**src/rtl/h8_mem_pkg.sv**
```systemverilog
// Shared widths and request encoding for the h8 data-memory path.
// The same packed {write, addr, data} record is used on the core side,
// the host side and the SRAM side, so the arbiter is a plain mux.
package h8_mem_pkg;

    localparam int H8_ADDR_W = 8;
    localparam int H8_DATA_W = 8;
    localparam int H8_REQ_W  = 1 + H8_ADDR_W + H8_DATA_W;

    typedef struct packed {
        logic                 write;
        logic [H8_ADDR_W-1:0] addr;
        logic [H8_DATA_W-1:0] data;
    } h8_req_t;

    // Request presented to the SRAM on cycles with no access.
    function automatic h8_req_t h8_req_idle();
        return '0;
    endfunction

endpackage

```
**src/rtl/h8_req_hold.sv**
```systemverilog
// One-entry holding register for host requests.
// Accepts on valid && ready, releases on issue, and tracks how many cycles
// a held request has been blocked by the core (saturating) for status.
module h8_req_hold
    import h8_mem_pkg::*;
#(
    parameter int STARVE_LIMIT = 16,
    parameter int WAIT_W       = 5
) (
    input  logic    i_clk,
    input  logic    i_rst_n,
    input  h8_req_t i_req,
    input  logic    i_valid,
    output logic    o_ready,
    input  logic    i_issue,
    input  logic    i_blocked,
    output logic    o_hold_valid,
    output h8_req_t o_hold_req,
    output logic    o_starved
);

    localparam logic [WAIT_W-1:0] WAIT_MAX   = '1;
    localparam logic [WAIT_W-1:0] STARVE_THR = WAIT_W'(STARVE_LIMIT);

    logic              r_hold_valid;
    h8_req_t           r_hold_req;
    logic [WAIT_W-1:0] r_wait;
    logic              w_accept;

    // Ready depends only on reset and occupancy, never on the requesters,
    // so the entry cannot be refilled in the cycle it issues.
    assign o_ready  = i_rst_n && !r_hold_valid;
    assign w_accept = i_valid && o_ready;

    // Occupancy flag: set on accept, cleared when the entry issues.
    always_ff @(posedge i_clk) begin
        if (!i_rst_n) begin
            r_hold_valid <= 1'b0;
        end else if (w_accept) begin
            r_hold_valid <= 1'b1;
        end else if (i_issue) begin
            r_hold_valid <= 1'b0;
        end
    end

    // Request payload is only meaningful while the entry is occupied.
    always_ff @(posedge i_clk) begin
        if (w_accept) begin
            r_hold_req <= i_req;
        end
    end

    // Blocked-cycle counter: counts core-won cycles, restarts on issue.
    always_ff @(posedge i_clk) begin
        if (!i_rst_n) begin
            r_wait <= '0;
        end else if (i_issue) begin
            r_wait <= '0;
        end else if (r_hold_valid && i_blocked && (r_wait != WAIT_MAX)) begin
            r_wait <= r_wait + 1'b1;
        end
    end

    assign o_hold_valid = r_hold_valid;
    assign o_hold_req   = r_hold_req;
    assign o_starved    = i_rst_n && r_hold_valid && (r_wait >= STARVE_THR);

endmodule

```
**src/rtl/h8_dmem_arbiter.sv**
```systemverilog
// Data-memory port arbiter between the h8 core and a host requester.
// The core cannot stall and always wins; the held host request uses
// cycles where the core is idle. SRAM read latency is one cycle.
module h8_dmem_arbiter
    import h8_mem_pkg::*;
#(
    parameter int STARVE_LIMIT = 16,
    parameter int WAIT_W       = 5
) (
    input  logic                 i_clk,
    input  logic                 i_rst_n,
    input  logic [H8_ADDR_W-1:0] i_core_req_addr,
    input  logic [H8_DATA_W-1:0] i_core_req_data,
    input  logic                 i_core_req_write,
    input  logic                 i_core_req_valid,
    output logic [H8_DATA_W-1:0] o_core_rsp_data,
    input  logic [H8_ADDR_W-1:0] i_host_req_addr,
    input  logic [H8_DATA_W-1:0] i_host_req_data,
    input  logic                 i_host_req_write,
    input  logic                 i_host_req_valid,
    output logic                 o_host_req_ready,
    output logic                 o_host_rsp_valid,
    output logic [H8_DATA_W-1:0] o_host_rsp_data,
    output logic [H8_ADDR_W-1:0] o_mem_req_addr,
    output logic [H8_DATA_W-1:0] o_mem_req_data,
    output logic                 o_mem_req_write,
    output logic                 o_mem_req_valid,
    input  logic [H8_DATA_W-1:0] i_mem_rsp_data,
    output logic                 o_host_starved
);

    h8_req_t w_core_req;
    h8_req_t w_host_req;
    h8_req_t w_hold_req;
    h8_req_t w_mem_req;
    logic    w_hold_valid;
    logic    w_host_issue;
    logic    w_mem_valid;
    logic    w_rsp_valid;
    logic    r_host_pend;

    assign w_core_req = {i_core_req_write, i_core_req_addr, i_core_req_data};
    assign w_host_req = {i_host_req_write, i_host_req_addr, i_host_req_data};

    h8_req_hold #(
        .STARVE_LIMIT (STARVE_LIMIT),
        .WAIT_W       (WAIT_W)
    ) u_hold (
        .i_clk        (i_clk),
        .i_rst_n      (i_rst_n),
        .i_req        (w_host_req),
        .i_valid      (i_host_req_valid),
        .o_ready      (o_host_req_ready),
        .i_issue      (w_host_issue),
        .i_blocked    (i_core_req_valid),
        .o_hold_valid (w_hold_valid),
        .o_hold_req   (w_hold_req),
        .o_starved    (o_host_starved)
    );

    // A held request is never issued while reset is asserted, so a request
    // caught by reset produces neither an SRAM access nor a response.
    assign w_host_issue = i_rst_n && w_hold_valid && !i_core_req_valid;

    // Port mux: core first, then held host request, else a clean idle cycle.
    always_comb begin
        w_mem_req   = h8_req_idle();
        w_mem_valid = 1'b0;
        if (i_core_req_valid) begin
            w_mem_req   = w_core_req;
            w_mem_valid = 1'b1;
        end else if (w_host_issue) begin
            w_mem_req   = w_hold_req;
            w_mem_valid = 1'b1;
        end
    end

    assign o_mem_req_addr  = w_mem_req.addr;
    assign o_mem_req_data  = w_mem_req.data;
    assign o_mem_req_write = w_mem_req.write;
    assign o_mem_req_valid = w_mem_valid;

    // Tag the SRAM response cycle that belongs to a host issue.
    always_ff @(posedge i_clk) begin
        if (!i_rst_n) begin
            r_host_pend <= 1'b0;
        end else begin
            r_host_pend <= w_host_issue;
        end
    end

    // The core tracks its own outstanding reads, so it sees raw SRAM data.
    assign o_core_rsp_data  = i_mem_rsp_data;
    assign w_rsp_valid      = i_rst_n && r_host_pend;
    assign o_host_rsp_valid = w_rsp_valid;
    assign o_host_rsp_data  = w_rsp_valid ? i_mem_rsp_data : '0;

endmodule
```
**config.mk**
```make
export PLATFORM = sky130hd
export DESIGN_NAME = h8_dmem_arbiter
export DESIGN_NICKNAME = d
export VERILOG_FILES = /design/src/rtl/h8_mem_pkg.sv /design/src/rtl/h8_req_hold.sv /design/src/rtl/h8_dmem_arbiter.sv
export SDC_FILE = /design/constraint.sdc
export NUM_CORES = 1
export LEC_CHECK = 0
export ABC_AREA = 1
export CORE_MARGIN = 1.5
export CORE_UTILIZATION = 35
export DETAILED_ROUTE_END_ITERATION = 6
export GPL_TIMING_DRIVEN = 1
export PLACE_DENSITY = 0.91
export SKIP_LAST_GASP = 1
export SLEW_MARGIN = 20
export SYNTH_ARGS = -nofsm -noshare
export SYNTH_HDL_FRONTEND = slang
export SYNTH_SLANG_ARGS = --single-unit
export TNS_END_PERCENT = 30
```
**constraint.sdc**
```tcl
create_clock -name i_clk -period 1.65 [get_ports i_clk]
set_input_delay 0.33 -clock i_clk [delete_from_list [all_inputs] [get_ports i_clk]]
set_output_delay 0.33 -clock i_clk [all_outputs]
set_load 0.02 [all_outputs]
```
# --- Word level (Yosys, flattened, before mapping) ---
# Cells that the tools add are included.
totals:
  regBits: 24
  input_bits: 46
classes:
  n_addsub: 1
  magnitude_cmp: 1
  eq_ne: 1
  mux: 7
  n_bitwise: 1
  n_reduce_logical: 12
ops:
  columns: ["operator", "n"]
  rows:
  - ["2-to-1 mux 17 bit", 2]
  - ["logical AND 1 bit", 8]
  - ["2-to-1 mux 8 bit", 1]
  - ["adder 5 x 1 -> 5 bit (second input constant)", 1]
  - ["greater-or-equal comparator 5 bit (second input constant)", 1]
  - ["!= test 5 bit (second input constant)", 1]
  - ["2-to-1 mux 1 bit", 4]
  - ["zero test 1 bit", 2]
  - ["nonzero test 2 bit", 1]
  - ["OR reduction 2 bit", 1]
  - ["inverter 1 bit", 1]

# --- Logic depth before layout (Yosys ltp) ---
# Gate-level depths: netlist (run 1).
logic_depth:
  depth_word: 4
  ltp_mapped: 9
  ltp_nobuf: 9

# --- By module ---
# Synthesis (run 1) repeated with hierarchy kept, for this count alone.
unflattened:
  hier_cells: 155
  hier_area_um2: 1338.8
modules_own_cells:
  columns: ["module", "instances", "cells_per_inst", "area_per_inst_um2", "seq_area_each_um2"]
  rows:
  - ["h8_req_hold", 1, 64, 835.8, 630.6]
  - ["h8_dmem_arbiter", 1, 91, 503.0, 20.0]

# --- Worst setup path before layout (run 1) ---
# Ideal clock, no wire load.
synth_path:
  path_type: "register to register"
  start: "reg u_hold.r_hold_valid, in the netlist u_hold.o_hold_valid"
  end: "reg u_hold.r_hold_req (netlist bit u_hold.o_hold_req[0]) (enable)"
  t_arrival_ns: 1.190
  t_required_ns: 1.281
  path_slack_ns: 0.092
  path_stages_with_launch: 4
  n_path_buf: 0
  synth_period_minus_slack_ns: 1.558
  cell_sequence: "dfxtp_1 -> nor2_1 -> nand2_1 -> inv_1"
synth_via:
  elab_chain_cells: 3
synth_rtl:
  columns: ["item", "line_no", "text"]
  rows:
  - ["start: declaration", "h8_req_hold.sv:25", "logic r_hold_valid;"]
  - ["start signal: assignment", "h8_req_hold.sv:38", "r_hold_valid <= 1'b0;"]
  - ["start signal: assignment", "h8_req_hold.sv:40", "r_hold_valid <= 1'b1;"]
  - ["start signal: assignment", "h8_req_hold.sv:42", "r_hold_valid <= 1'b0;"]
  - ["zero test 1 bit", "h8_req_hold.sv:32", "assign o_ready = i_rst_n && !r_hold_valid;"]
  - ["logical AND 1 bit", "h8_req_hold.sv:32", null]
  - ["via o_host_req_ready", "h8_dmem_arbiter.sv:21", "output logic o_host_req_ready,"]
  - ["logical AND 1 bit", "h8_req_hold.sv:33", "assign w_accept = i_valid && o_ready;"]
  - ["via u_hold.w_accept", "h8_req_hold.sv:28", "logic w_accept;"]
  - ["end signal: assignment", "h8_req_hold.sv:49", "r_hold_req <= i_req;"]
  - ["end: declaration", "h8_req_hold.sv:26", "h8_req_t r_hold_req;"]
# The timed path passes the listed nets, and every way through them passes these cells.
# A chain may end at the register's enable or synchronous reset.

# --- Worst setup path in the final report (run 1) ---
layout_path:
  start: "in i_mem_rsp_data[2]"
  end: "out o_core_rsp_data[2]"
layout_lines:
  columns: ["item", "line_no", "text"]
  rows:
  - ["start: declaration", "h8_dmem_arbiter.sv:28", "input logic [H8_DATA_W-1:0] i_mem_rsp_data,"]
  - ["end: declaration", "h8_dmem_arbiter.sv:16", "output logic [H8_DATA_W-1:0] o_core_rsp_data,"]
# No word-level cell between the ends.

==> results of run 1 <==
logic make-up after synthesis:
logic type / count (synthesis)
buffers and inverters: 30
adder cells (fa/ha/maj): 2
XOR/XNOR: 1
flip-flops: 24
AND/OR/NAND/NOR: 35
AO/OA/AOI/OAI: 21
power groups by stage:
stage	Clock, mW	Sequential, mW	Combinational, mW
after floorplan	0	0.694	0.149
after global placement	0	0.694	0.357
after detailed placement	0	0.694	0.363
after CTS	0.260	0.681	0.364
after global routing	0.289	0.683	0.394
final	0.252	0.681	0.367
sequential cells by signal, indices dropped and copies added, names as in the netlist:
name / flops
u_hold.o_hold_req: 17
u_hold.r_wait: 5
r_host_pend: 1
u_hold.o_hold_valid: 1
path summary, 6_finish.rpt:
path | endpoint | slack, ns | cells past startpoint | startpoint
worst max-delay path | o_core_rsp_data[2] | -0.1 | 2 | i_mem_rsp_data[2]
worst min-delay path | u_hold.r_wait[1] | 0.50 | 2 | u_hold.r_wait[1]
worst max register to register | u_hold.r_wait[0] | 0.17 | 8 | u_hold.r_wait[0]
worst min register to register | u_hold.r_wait[1] | 0.50 | 2 | u_hold.r_wait[1]
cells in the final DEF, fill, tap and decap left out, types with 6 or more instances in the layout:
| master | synthesis | final |
|---|---|---|
| sky130_fd_sc_hd__a22o_1 | 17 | 17 |
| sky130_fd_sc_hd__dfxtp_1 | 7 | 6 |
| sky130_fd_sc_hd__clkdlybuf4s50_1 | 0 | 46 |
| sky130_fd_sc_hd__dlygate4sd2_1 | 0 | 14 |
| sky130_fd_sc_hd__inv_1 | 19 | 19 |
| sky130_fd_sc_hd__buf_2 | 0 | 10 |
| sky130_fd_sc_hd__nand2_1 | 13 | 12 |
| sky130_fd_sc_hd__nor2_1 | 14 | 14 |
| sky130_fd_sc_hd__buf_6 | 2 | 11 |
| sky130_fd_sc_hd__edfxtp_1 | 17 | 17 |
per-layer routing:
| metal | part of all wire, % | up-vias | global-route usage, % |
|---|---|---|---|
| met5 | 0 | - | 0 |
| met4 | 0.54 | 0 | 5.78 |
| met3 | 7.0 | 2 | 1.68 |
| met2 | 53 | 52 | 32.0 |
| met1 | 39 | 516 | 21.2 |
| li1 | - | 555 | - |
stage by stage:
step	setup WS (ns)	area, um^2	std cells	total power [mW]	util [%]
after global routing	-0.146	2130	247	1.37	64.3
after detailed placement	-0.702	2060	237	1.06	62.3
after floorplan	0.0915	1200	113	0.843	-
after global placement	-0.674	2060	237	1.05	62.3
final	-0.0978	2130	247	1.30	64.3
after CTS	-0.115	2110	247	1.30	63.7
timing repair:
action,4_1_cts,5_1_grt
pin swaps,6,3
setup endpoints to repair,37,32
resized for setup,96,16
setup buffers,3,0
gates cloned,3,0
final cells by class:
cell class                      count  share of cell area (%)
Sequential cell                    24                    30.6
Clock buffer                        3                    1.06
Multi-Input combinational cell     61                    19.3
Inverter                           19                    3.35
Tap cell                           46                    2.70
Timing Repair Buffer               93                    42.8
Clock inverter                      1                   0.176
==> results.sh, run 1 <==
export IMPL_tritoncts="yes"
export IMPL_grt_setup_unrepaired="yes"
export IMPL_globalplace_congestion=0.776
export IMPL_timing_critical_path_max_delay_family="buffers and inverters"
export IMPL_cts_buffers_inserted=3
export IMPL_final_hold_violation_count=0
export IMPL_cts_reportedPaths_clkPinSlew_ns=0.12
export IMPL_ys_seq_area_share_pct=54.3
export IMPL_worstSetupPathType="in -> out"
export IMPL_nFillCells=284
export IMPL_cell_accounting_for_the_most_synthesized_area="sky130_fd_sc_hd__edfxtp_1"
export IMPL_slowest_stage="sky130_fd_sc_hd__clkdlybuf4s50_1"
export IMPL_yosys_area_share_adder_pct=2.09
export IMPL_worstPathMaxFanout=2
export IMPL_cts_sink_count=24
export IMPL_outcome="complete, but fails checks"
export IMPL_timing_hold_worst_class="reg -> reg"
export IMPL_vias_per_cell=4.55
export IMPL_floorplan_initialDensity_pct=36.2
export IMPL_worst_pin_slew_ns=0.238
export IMPL_row_count=21
export IMPL_synth_top_cells_by_count="19 x sky130_fd_sc_hd__inv_1, 17 x sky130_fd_sc_hd__a22o_1, 17 x sky130_fd_sc_hd__edfxtp_1"
export IMPL_hold_buf_cts=0
export IMPL_share_of_layout_cells_above_drive_strength_1_pct=21.4
export IMPL_syn_instance_count=113
export IMPL_drc=0
export IMPL_period_minus_slack_ns=1.75
export IMPL_synth_top_family_by_area="simple AND/OR/NAND/NOR gates"
export IMPL_routed_wirelength_um=3180
export IMPL_grt_pass1_vias=1081
export IMPL_tns_ns=-0.445
export IMPL_worstPathArrival_ns=1.42
export IMPL_synthMostInstantiatedCell="sky130_fd_sc_hd__inv_1"
export IMPL_final_period_utilization_pct=106
export IMPL_ys_seq_elements=24
export IMPL_timing_slew_headroom_pct=84.1
export IMPL_synth_main_ff_cell="sky130_fd_sc_hd__edfxtp_1"
export IMPL_final_worst_setup_slack_ns=-0.0978
export IMPL_max_clock_freq_mhz=572
export IMPL_seq_area_um2=652
export IMPL_diode_insertion_count_for_antenna_repair=0
export IMPL_synth_compound_gate_area_share_pct=14.4
export IMPL_coreArea_um2=3310
export IMPL_top_level_ports=83
export IMPL_ys_warnings_count=0
export IMPL_postSynth_asyncResetShare_pct=0
export IMPL_detailedRoute_firstIterationViolations=21
export IMPL_fp_dieH_um=61.5
export IMPL_global_route_overflow_total=0
export IMPL_synth_simple_area_share_pct=14.9
export IMPL_place_port_buffers=82
export IMPL_yosysTopAreaCellShare_pct=42.6
export IMPL_p_comb_share_pct=28.2
export IMPL_post_drt_wl_per_cell_um=12.9
export IMPL_whs_ns=0.495
export IMPL_clock_latency_ns=0.30
export IMPL_multi_input_comb_area_um2=410
export IMPL_ir_worst_vdd_uv=497
export IMPL_cp_buffers_inverters=2
export IMPL_critical_path_max_stage_delay_ns=0.61
export IMPL_syn_avg_cell_area_um2=10.6
export IMPL_maxSlewViolCount=0
export IMPL_synthesis_nets=161
export IMPL_ant_nets=0
export IMPL_yosysUniqueCellTypes=19
export IMPL_synthXorXnorAreaFrac_pct=0.731
export IMPL_timing_final_setup_violations=7
export IMPL_synth_area_um2=1200
export IMPL_critPathRequiredTime_ns=1.32
export IMPL_root_buffer="sky130_fd_sc_hd__clkbuf_4"
export IMPL_dp_hpwl_um=2240
export IMPL_die_w_um=61.5
export IMPL_number_of_enable_flip_flop_cells_after_synthesis=17
export IMPL_total_leakage_power_nw=0.989
export IMPL_detail_route_first_pass_iterations=4
export IMPL_synth_area_mux_share_pct=0
export IMPL_power_switching_mw=0.332
export IMPL_grt_util_all_layers_pct=17.4
export IMPL_clock_skew_ns=0.00111
export IMPL_die_area_um2=3780
export IMPL_power_frac_clock_pct=19.4
export IMPL_max_clock_path_buffers=2
export IMPL_internal_portion_of_total_power_mw=0.967
export IMPL_critical_path_top_cell_by_count="sky130_fd_sc_hd__clkdlybuf4s50_1"
export IMPL_synth_area_leaders="sky130_fd_sc_hd__edfxtp_1 43%, sky130_fd_sc_hd__a22o_1 12%, sky130_fd_sc_hd__dfxtp_1 12%, sky130_fd_sc_hd__inv_1 6.0%, sky130_fd_sc_hd__buf_4 5.6%"
export IMPL_switching_share_of_power_pct=25.5
export IMPL_violations="setup timing"
export IMPL_maximum_number_of_pins_on_one_net_before_global_route_repair=18
export IMPL_cp_cell_sequence="clkdlybuf4s50_1, clkdlybuf4s50_1"
export IMPL_htreeDepth=1
export IMPL_routed_via_count=1125
export IMPL_area_growth_pct=77.8
export IMPL_power_density_nw_per_um2=610
export IMPL_power_sequential_fraction_pct=52.4
export IMPL_max_cap_viol_count=0
export IMPL_grt_pass1_wl_um=4770
export IMPL_critPathCaptureType="output port"
export IMPL_nets=250
export IMPL_start_kind="input port"
export IMPL_antenna_found_initial=0
Note: power is estimated with default switching activity, not from simulation.
==> run 2: changes to the inputs <==
ABC_AREA = unset   (was 1)
CAP_MARGIN = 10   (was unset)
==> run 2 against run 1 <==
Against the previous run: the run still ends with setup timing left; final cell count fell by 10%; worst hold slack better by 0.066 ns; cell area down 3.3%; worst setup slack better by 0.082 ns; clock-buffer cell count rose by 1; flip-flop and latch count is the same; first-iteration DRC count grew 57%; clock power grew 18%; sequential power about the same; area after synthesis down 1.0%; sequential share of layout area grew 1.2 points; critical path depth grew 2; critical path type unchanged.
==> results.sh, run 2 <==
export IMPL_period_minus_slack_ns=1.67
export IMPL_detailedRoute_firstIterationViolations=33
export IMPL_die_w_um=61.2
export IMPL_timing_hold_worst_class="in -> reg"
export IMPL_yosysTopAreaCellShare_pct=43.1
export IMPL_syn_instance_count=93
export IMPL_area_growth_pct=73.8
export IMPL_power_density_nw_per_um2=632
export IMPL_final_period_utilization_pct=101
export IMPL_worstPathArrival_ns=1.34
export IMPL_grt_pass1_vias=1023
export IMPL_ys_seq_area_share_pct=54.9
export IMPL_nFillCells=243
export IMPL_timing_hold_worst_start="i_core_req_valid"
export IMPL_postSynth_asyncResetShare_pct=0
export IMPL_final_hold_violation_count=0
export IMPL_clock_skew_ns=0.00538
export IMPL_place_inst=216
export IMPL_worst_setup_slack_post_dpl_ns=-0.606
export IMPL_highest_signal_layer="met4"
export IMPL_ir_worst_vdd_uv=495
export IMPL_start_kind="input port"
export IMPL_cts_reportedPaths_clkPinSlew_ns=0.12
export IMPL_synth_main_ff_cell="sky130_fd_sc_hd__edfxtp_1"
export IMPL_place_port_buffers=82
export IMPL_worstSetupPathType="in -> out"
export IMPL_row_count=20
export IMPL_total_leakage_power_nw=0.912
export IMPL_grt_util_all_layers_pct=17.4
export IMPL_r2r_worst_path_cells=6
export IMPL_cts_buffers_inserted=3
export IMPL_r2r_start="u_hold.r_wait[0]"
export IMPL_timing_final_setup_violations=2
export IMPL_wl_met1_um=1120
export IMPL_syn_avg_cell_area_um2=12.7
export IMPL_htreeDepth=1
export IMPL_synthesis_nets=141
export IMPL_max_clock_freq_mhz=600
export IMPL_drc=0
export IMPL_tritoncts="yes"
export IMPL_hold_buf_cts=0
export IMPL_number_of_enable_flip_flop_cells_after_synthesis=17
export IMPL_globalplace_congestion=0.701
export IMPL_vias_per_cell=4.92
export IMPL_layout_commonest_cell="sky130_fd_sc_hd__clkdlybuf4s50_1"
export IMPL_die_area_um2=3740
export IMPL_met2RoutedLength_um=1870
export IMPL_antenna_found_initial=0
export IMPL_max_clock_path_buffers=2
export IMPL_diode_insertion_count_for_antenna_repair=0
export IMPL_clock_latency_ns=0.30
export IMPL_final_worst_setup_slack_ns=-0.0159
export IMPL_cell_accounting_for_the_most_synthesized_area="sky130_fd_sc_hd__edfxtp_1"
export IMPL_r2r_slack_ns=-0.01
export IMPL_post_drt_wl_per_cell_um=14.8
export IMPL_maximum_number_of_pins_on_one_net_before_global_route_repair=18
export IMPL_grt_pass1_wl_um=4720
export IMPL_outcome="complete, but fails checks"
export IMPL_timing_slew_headroom_pct=84.5
export IMPL_routed_wirelength_um=3290
export IMPL_coreArea_um2=3130
export IMPL_maxSlewViolCount=0
export IMPL_ys_warnings_count=0
export IMPL_routed_via_count=1093
export IMPL_ys_seq_elements=24
export IMPL_regToRegEndpoint="u_hold.r_wait[3]"
export IMPL_yosysUniqueCellTypes=29
export IMPL_layoutNonFillerInstCount=222
export IMPL_share_of_layout_cells_above_drive_strength_1_pct=32.6
export IMPL_worstHoldEndpoint="r_host_pend"
export IMPL_holdPathStages=3
export IMPL_largest_reg_flops=17
export IMPL_seq_area_um2=654
export IMPL_synth_area_leaders="sky130_fd_sc_hd__edfxtp_1 43%, sky130_fd_sc_hd__dfxtp_1 12%, sky130_fd_sc_hd__a22o_2 7.6%, sky130_fd_sc_hd__buf_4 6.3%, sky130_fd_sc_hd__a22o_1 5.9%"
export IMPL_ant_nets=0
export IMPL_detail_route_first_pass_iterations=4
export IMPL_fp_dieH_um=61.2
export IMPL_cts_sink_count=24
export IMPL_grt_setup_unrepaired="yes"
export IMPL_synthMostInstantiatedCell="sky130_fd_sc_hd__edfxtp_1"
export IMPL_global_route_overflow_total=0
export IMPL_synth_top_cells_by_count="17 x sky130_fd_sc_hd__edfxtp_1, 11 x sky130_fd_sc_hd__and3_1, 10 x sky130_fd_sc_hd__buf_4"
export IMPL_root_buffer="sky130_fd_sc_hd__clkbuf_4"
export IMPL_worstPathMaxFanout=7
export IMPL_multi_input_comb_area_um2=443
export IMPL_max_cap_viol_count=0
export IMPL_dp_hpwl_um=2660
export IMPL_worst_pin_slew_ns=0.232
export IMPL_critPathCaptureType="output port"
export IMPL_critPathRequiredTime_ns=1.32
export IMPL_dr_wl_met3_um=235
export IMPL_violations="setup timing"
export IMPL_top_level_ports=83
export IMPL_synth_area_um2=1180
export IMPL_floorplan_initialDensity_pct=37.9
export IMPL_most_common_layout_cells="43 x sky130_fd_sc_hd__clkdlybuf4s50_1, 17 x sky130_fd_sc_hd__edfxtp_1, 14 x sky130_fd_sc_hd__buf_2"
export IMPL_nets=227
==> run 2: area by class of cell <==
type / instances / share of cell area (%)
well taps: 44 / 2.67
multi-input cells: 56 / 21.5
clock buffers: 4 / 1.76
repair buffers: 93 / 42.1
inverters: 1 / 0.182
flip-flops and latches: 24 / 31.8
==> run 2: what timing repair did <==
item,in CTS,in global routing
pin swaps,0,1
resized for setup,109,10
buffers inserted,0,2
setup endpoints to repair,38,28
==> run 2: worst max-delay path by stage <==
stage,startpoint,endpoint,slack (ns),depth (start not counted)
floorplan,u_hold.r_wait[0],u_hold.r_wait[3],0.08,6
CTS,i_mem_rsp_data[2],o_core_rsp_data[2],-0.11,2
detailed placement,i_rst_n,o_mem_req_data[3],-0.61,6
global placement,i_rst_n,o_mem_req_addr[3],-0.54,6
finish,i_core_req_valid,o_mem_req_valid,-0.02,4
global route,u_hold.r_wait[0],u_hold.r_wait[3],-0.11,6
==> run 2: power breakdown <==
part           switching [mW]  internal (mW)  total (mW)
Clock                   0.164          0.135       0.298
Combinational           0.137          0.187       0.325
Sequential            0.00917          0.670       0.679
==> run 2: kinds of logic after synthesis <==
kind of cell	share of synthesized area (%)
simple gates	16.1
compound gates	18.2
flops	54.9
buf+inv	7.92
fa+ha+maj	2.11
mux	0.845
==> run 2: per-layer routing <==
metal / vias up / track usage [%]
met5: - / 0
met4: 0 / 6.52
met3: 6 / 1.89
met2: 50 / 35.9
met1: 516 / 17.5
li1: 521 / -
==> run 2: critical path, stage by stage <==
cell and delay [ns]:
sky130_fd_sc_hd__dlygate4sd2_1 0.28, sky130_fd_sc_hd__buf_4 0.17, sky130_fd_sc_hd__or2b_1 0.22, sky130_fd_sc_hd__dlygate4sd2_1 0.33
==> run 2: stage by stage <==
stage	power, mW	util [%]	TNS [ns]	instance area [um^2]	hold slack [ns]
after floorplan	0.833	-	0	1180	0.429
after global placement	1.03	65.6	-17.70	2050	0.548
after detailed placement	1.04	65.6	-19.39	2050	0.550
after CTS	1.31	64.6	-0.743	2020	0.554
after global routing	1.36	65.8	-0.581	2060	0.551
final	1.30	65.8	-0.0270	2060	0.561
